==> config.mk <==
export PLATFORM = sky130hd
export DESIGN_NAME = gray_codec_flat
export DESIGN_NICKNAME = d
export VERILOG_FILES = /design/src/rtl/gray_codec_if.sv /design/src/rtl/gray_codec.sv /design/src/flat_wrapper.sv
export SDC_FILE = /design/constraint.sdc
export NUM_CORES = 1
export LEC_CHECK = 0
export BUFFER_PORTS_ARGS = -buffer_cell sky130_fd_sc_hd__buf_4
export CAP_MARGIN = 20
export CORE_MARGIN = 5
export CORE_UTILIZATION = 45
export DETAILED_ROUTE_END_ITERATION = 12
export MAX_ROUTING_LAYER = met4
export PLACE_DENSITY = 0.83
export SYNTH_ARGS = -nofsm -noshare
export SYNTH_HDL_FRONTEND = slang
export SYNTH_SLANG_ARGS = --single-unit
==> constraint.sdc <==
create_clock -name clk -period 5.2 [get_ports clk]
set_input_delay 1.56 -clock clk [delete_from_list [all_inputs] [get_ports clk]]
set_output_delay 1.56 -clock clk [all_outputs]
set_load 0.02 [all_outputs]
==> src/rtl/gray_codec_if.sv <==
// rtl/gray_codec_if.sv - request/result handshake bundle for the Gray codec
interface gray_codec_if #(
  parameter int WIDTH = 4
);
  logic             in_valid;
  logic             in_ready;
  logic [1:0]       in_mode;
  logic [WIDTH-1:0] in_data;
  logic             out_valid;
  logic             out_ready;
  logic [WIDTH-1:0] out_data;
  logic             out_err;

  modport master (
    output in_valid, in_mode, in_data, out_ready,
    input  in_ready, out_valid, out_data, out_err
  );

  modport slave (
    input  in_valid, in_mode, in_data, out_ready,
    output in_ready, out_valid, out_data, out_err
  );
endinterface

==> src/rtl/gray_codec.sv <==
// rtl/gray_codec.sv - one-cycle Gray encode/decode/increment unit with valid/ready handshake
module gray_codec #(
  parameter int WIDTH      = 4,
  parameter int CHECK_MODE = 1
) (
  input  logic         clk,
  input  logic         rst,
  gray_codec_if.slave  bus
);

  localparam logic [1:0] MODE_B2G = 2'b00;
  localparam logic [1:0] MODE_G2B = 2'b01;
  localparam logic [1:0] MODE_INC = 2'b10;

  logic             out_valid_q, out_valid_d;
  logic [WIDTH-1:0] out_data_q,  out_data_d;
  logic             out_err_q,   out_err_d;
  logic [WIDTH-1:0] result;
  logic             result_err;
  logic             accept;

  function automatic logic [WIDTH-1:0] bin2gray(input logic [WIDTH-1:0] b);
    return b ^ (b >> 1);
  endfunction

  // Each binary bit is the XOR of all Gray bits at or above it.
  function automatic logic [WIDTH-1:0] gray2bin(input logic [WIDTH-1:0] g);
    logic [WIDTH-1:0] b;
    b[WIDTH-1] = g[WIDTH-1];
    for (int i = WIDTH - 2; i >= 0; i--) begin
      b[i] = b[i+1] ^ g[i];
    end
    return b;
  endfunction

  // The output slot frees up either when empty or when it is drained this cycle.
  assign bus.in_ready = (!out_valid_q || bus.out_ready) && !rst;
  assign accept       = bus.in_valid && bus.in_ready;

  // Operation decode; the increment wraps naturally in WIDTH-bit arithmetic.
  always_comb begin
    result     = bus.in_data;
    result_err = 1'b0;
    case (bus.in_mode)
      MODE_B2G: result = bin2gray(bus.in_data);
      MODE_G2B: result = gray2bin(bus.in_data);
      MODE_INC: result = bin2gray(gray2bin(bus.in_data) + WIDTH'(1));
      default: begin
        result     = bus.in_data;
        result_err = (CHECK_MODE != 0);
      end
    endcase
  end

  // Next state of the output register: load on accept, drop valid on a bare consume.
  always_comb begin
    out_valid_d = out_valid_q;
    out_data_d  = out_data_q;
    out_err_d   = out_err_q;
    if (accept) begin
      out_valid_d = 1'b1;
      out_data_d  = result;
      out_err_d   = result_err;
    end else if (bus.out_ready) begin
      out_valid_d = 1'b0;
    end
  end

  // Output register with synchronous reset that also discards any held result.
  always_ff @(posedge clk) begin
    if (rst) begin
      out_valid_q <= 1'b0;
      out_data_q  <= '0;
      out_err_q   <= 1'b0;
    end else begin
      out_valid_q <= out_valid_d;
      out_data_q  <= out_data_d;
      out_err_q   <= out_err_d;
    end
  end

  assign bus.out_valid = out_valid_q;
  assign bus.out_data  = out_data_q;
  assign bus.out_err   = out_err_q;

endmodule

==> src/flat_wrapper.sv <==
// flat-port wrapper written by rule: the top's interface ports become plain ports
module gray_codec_flat 
#(
  parameter int WIDTH      = 4,
  parameter int CHECK_MODE = 1
)
  (clk, rst, bus_in_valid, bus_in_mode, bus_in_data, bus_out_ready, bus_in_ready, bus_out_valid, bus_out_data, bus_out_err);
  gray_codec_if #(.WIDTH(WIDTH)) bus_i ();
  input  logic clk;
  input  logic rst;
  input wire logic [$bits(bus_i.in_valid)-1:0] bus_in_valid;
  input wire logic [$bits(bus_i.in_mode)-1:0] bus_in_mode;
  input wire logic [$bits(bus_i.in_data)-1:0] bus_in_data;
  input wire logic [$bits(bus_i.out_ready)-1:0] bus_out_ready;
  output wire logic [$bits(bus_i.in_ready)-1:0] bus_in_ready;
  output wire logic [$bits(bus_i.out_valid)-1:0] bus_out_valid;
  output wire logic [$bits(bus_i.out_data)-1:0] bus_out_data;
  output wire logic [$bits(bus_i.out_err)-1:0] bus_out_err;
  assign bus_i.in_valid = bus_in_valid;
  assign bus_i.in_mode = bus_in_mode;
  assign bus_i.in_data = bus_in_data;
  assign bus_i.out_ready = bus_out_ready;
  assign bus_in_ready = bus_i.in_ready;
  assign bus_out_valid = bus_i.out_valid;
  assign bus_out_data = bus_i.out_data;
  assign bus_out_err = bus_i.out_err;
  gray_codec #(.WIDTH(WIDTH), .CHECK_MODE(CHECK_MODE)) u_core (.clk(clk), .rst(rst), .bus(bus_i));
endmodule
* Word level (Yosys, flattened, before mapping)
Index checks and enable logic that the tools add are counted.
Widths: inputs -> output; s select.
** Operators by class
- Add/subtract/negate cells :: 1
- Equality and inequality tests :: 2
- Muxes and demuxes :: 4
- Bitwise operators :: 5
- Reductions and logical operators :: 8
** Operators with widths (count)
- $pmux 4 s3 :: 1
- $xor 4x3->4 :: 2
- $add 4x1->4 const B :: 1
- $mux 1 :: 3
- $reduce_or 3->1 :: 1
- $xor 1x1->1 :: 3
- $eq 2x1->1 const B :: 1
- $eq 2x2->1 const B :: 1
- $logic_and 1x1->1 :: 2
- $logic_not 1->1 :: 2
- $logic_not 2->1 :: 1
- $reduce_bool 2->1 :: 1
- $logic_or 1x1->1 :: 1
** Word-level totals
- Bits in registers :: 6
- Input port bits :: 10
- Output and inout bits :: 7
- Word-level logic and storage cells :: 23

* Longest topological paths before layout
- Depth after elaboration :: 6
- Depth in mapped cells :: 8
- Gate-level depth less buffers :: 6

* Worst setup path before layout
No wires, ideal clock.
- Kind :: input-to-output
- Start point :: input rst
- End point :: output bus_in_ready
- Data arrival time :: 2.044 ns
- Required time :: 3.640 ns
- Slack :: 1.596 ns
- Stages :: 2
- Path buffers :: 1
- Path through :: clkbuf_1 -> nor2_1
** Between the ends
- Cells in the longest elaborated chain, start to end :: 2
** Ends and longest elaborated chain
- start: declaration :: line flat_wrapper.sv:10 : input logic rst;
- $logic_not 1->1 :: line gray_codec.sv:37 : assign bus.in_ready = (!out_valid_q || bus.out_ready) && !rst;
- $logic_and 1x1->1 :: line gray_codec.sv:37
- end: declaration :: line flat_wrapper.sv:15 : output wire logic [$bits(bus_i.in_ready)-1:0] bus_in_ready;
No other way between the ends.

* Worst setup path in the final report
- Start point :: input bus_out_ready
- End point :: output bus_in_ready
** Between the ends
- Cells in the longest elaborated chain, start to end :: 2
** Ends and longest elaborated chain
- start: declaration :: line flat_wrapper.sv:14 : input wire logic [$bits(bus_i.out_ready)-1:0] bus_out_ready;
- $logic_or 1x1->1 :: line gray_codec.sv:37
- $logic_and 1x1->1 :: line gray_codec.sv:37
No other way between the ends.

==> metrics.md <==
| Metric | Value |
|---|---|
| Initial DRC Count | `21` |
| Max Slew Vio Count | `0` |
| Sw frac | `0.324` |
| Synth area leader | `dfxtp_1` |
| Sequential Power Share | `0.346` |
| Core Footprint | `about 1300 um2` |
| Remaining DRCs | `0` |
| Port Buf Inserts | `16` |
| Max Cap Violations | `0` |
| Critical path origin | `bus_out_ready` |
| Insertion delay to the later sink of the worst-skew pair | `about 0.25 ns` |
| Routability Congestion | `between 0.8 and 0.9` |
| Worst hold slack | `approximately 0.47 ns` |
| Worst Setup Start Kind | `primary input` |
| Setup Buffers After CTS | `0` |
| CP required | `3.64 ns` |
| Mapped cell area | `a little under 600 um2` |
| Worst setup endpoint | `bus_in_ready` |
| DR vias | `555` |
| Crit-path cells | `buf_4 > nor2b_1 > nor2_1 > buf_4` |
| GRT Total Usage | `0.132` |
| Ant. Diodes | `0` |
| Placed cells | `97` |
| Routed wire length | `1220 um` |
| FF+latch count, synth | `6` |
| Final worst-path cycle share | `0.693` |
| Pwr Density | `221 nW/um2` |
| Combinational Power Share | `0.374` |
| Ports | `17` |
| GRT overflow | `0` |
| Worst Min Path Start | `u_core.bus.out_err` |
| CTS tree | `yes` |
| Peak supply drop | `slightly above 0.07 mV` |
| Clock period minus worst slack | `approximately 3.6 ns` |
| Final nets | `98` |
| Commonest non-fill, non-tap cell in the layout | `buf_4` |
| CP endpoint kind | `primary output` |
| First-pass GRT wire length | `around 2000 um` |
| Synth Warn # | `0` |
| Number of global-route vias before repair | `470` |
| Crit-path max FO | `2` |
| Post-route ant nets | `0` |
| Final setup viols | `0` |
| Setup_tns | `0 ns` |
| CP peak stage delay | `between 0.15 and 0.2 ns` |
| R2r startpoint | `u_core.bus.out_valid` |
| Status | `finished, final reports clean` |
| WP data arrival | `between 2 and 2.5 ns` |
| # hold bufs at CTS | `0` |
| Initial antenna violation count | `0` |
| Hold Vio Cnt, Final | `0` |
| Filler Cell Count | `about 140` |
| Internal power | `0.101 mW` |
| Lkg Pwr | `0.285 nW` |
| Clock sink count | `6` |
| R2r worst-path depth | `4` |
| Slew headroom | `0.784` |
| Per-cell routed wire length | `~12 um` |
| Die X | `46.2 um` |
| TritonCTS buffer count | `3` |
| Design Power | `approximately 0.15 mW` |
| Die extent in y | `between 40 and 50 um` |
| Fmax | `0.278 GHz` |
| Clk root buf | `clkbuf_4` |
| Via-to-Cell Ratio | `around 5.6` |
| Worst Hold Class | `flop to flop` |
| Row Count | `13` |
| Worst Max-Slew Pin Slew | `0.325 ns` |
| Critical Path Slowest Stage Cell | `nor2b_1` |
| Clock power share | `0.281` |
| Largest net degree at the start of global routing | `13` |
| Worst Path Class, Setup | `primary input to primary output` |
| Layout cells sized above 1 | `0.294` |
| Synth area leaders | `dfxtp_1, buf_6, buf_4` |
| H-tree depth | `1` |
| Mapped Cells | `75` |
| Worst reg-to-reg setup slack | `slightly above 4 ns` |
| Synth cell types | `40` |
| Post-route insts no fill | `100` |
| Syn nets | `86` |
| CP dominant cell by count | `buf_4` |
| Pre-antenna DRT Iters | `4` |
| RSZ-0062 raised after global routing | `false` |
| Clk pin slew, worst setup/hold paths | `around 0.040 ns` |
| Share of the synthesized area in the top cell type | `0.204` |
| Initial core utilization | `0.464` |
| Max Buffers Root-to-Sink | `2` |
| Register area share after synthesis | `0.204` |
| Capturing point of the worst reg2reg path | `u_core.bus.out_data[1]` |
| Clock skew | `~0.0064 ns` |
| Gates resized, CTS repair | `0` |
| Die area | `roughly 2100 um2` |
| Most frequent cells in the layout | `buf_4, nor2_1, dfxtp_1` |
| Avg Cell Area, Syn | `a little under 8 um2` |
| Net Sw Power | `slightly below 0.05 mW` |
| Area growth syn-to-layout | `15.1%` |
==> per-stage QoR <==
stage,setup slack (ns),instance area [um2],util
final,1.60,678,0.535
after global routing,1.54,678,0.535
after CTS,1.60,678,0.535
after detailed placement,1.60,656,0.517
after global placement,1.64,656,0.517
after floorplan,1.60,589,-
==> worst max-delay path: cells and delay by family <==
| kind | cells | cell delay (ns) |
|---|---|---|
| buffers and inverters | 2 | 0.26 |
| and+or+nand+nor | 2 | 0.22 |
==> sequential cells by signal, indices dropped and copies added, names as in the netlist <==
register	count
u_core.bus.out_err	1
u_core.bus.out_data	4
u_core.bus.out_valid	1
==> worst min-delay path by stage <==
stage / depth (start not counted) / slack [ns] / endpoint
2_1_floorplan: 2 / 0.53 / u_core.bus.out_err
3_3_place_gp: 2 / 0.45 / u_core.bus.out_err
3_5_place_dp: 2 / 0.47 / u_core.bus.out_err
4_1_cts: 2 / 0.47 / u_core.bus.out_err
5_1_grt: 2 / 0.49 / u_core.bus.out_err
6_report: 2 / 0.47 / u_core.bus.out_err
==> layout make-up <==
cell class	count	area (um2)	area share
multi-input cells	56	382	0.563
flip-flops and latches	6	120	0.177
repair buffers	16	120	0.177
clock buffers	3	22.5	0.0332
well taps	15	18.8	0.0277
inverters	4	15.0	0.0221
==> layer usage <==
metal / vias to the layer above / share of wire / wire length [um] / track usage
li1: 291 / - / - / -
met1: 242 / 0.48 / 580 / 0.177
met2: 18 / 0.42 / 507 / 0.176
met3: 4 / 0.087 / 106 / 0.0234
met4: 0 / 0.020 / 25 / 0.0852
met5: - / 0 / 0 / -
==> power by group through the flow <==
stage	clock network (mW)	registers [mW]	logic, mW
2_1_floorplan	0	0.0571	0.0391
3_3_place_gp	0	0.0525	0.0546
3_5_place_dp	0	0.0527	0.0560
4_1_cts	0.0440	0.0519	0.0561
5_1_grt	0.0471	0.0521	0.0616
6_report	0.0421	0.0518	0.0560
==> kinds of logic (layout without fill, tap and decap cells) <==
group / after synthesis / count (layout) / synth area share
buf+inv: 13 / 23 / 0.149
fa+ha+maj: 1 / 1 / 0.0212
simple gates: 31 / 31 / 0.304
compound gates: 19 / 19 / 0.238
mux: 1 / 1 / 0.0255
flops: 6 / 6 / 0.204
xor+xnor: 4 / 4 / 0.0595
==> synth_stat cells <==
cell type / n
a211oi_1: 2
a21oi_1: 3
a311oi_2: 1
a31oi_1: 2
and2_1: 1
and2_2: 1
and2b_1: 1
and3_1: 1
and3_2: 1
and3b_1: 1
and4_1: 1
buf_2: 1
buf_4: 4
buf_6: 3
clkbuf_1: 1
dfxtp_1: 6
ha_1: 1
inv_1: 3
inv_2: 1
mux2_4: 1
nand2_1: 3
nand2b_1: 2
nand3_1: 4
nand4b_1: 1
nor2_1: 8
nor2b_1: 1
nor3_2: 1
nor4_1: 2
nor4b_1: 1
o211ai_1: 2
o21a_1: 1
o21ai_0: 2
o21ai_1: 1
o311ai_1: 1
o31a_1: 1
o32a_1: 1
o32ai_1: 2
or2_1: 1
xnor2_1: 1
xor2_1: 3
(Power assumes the default switching activity.)
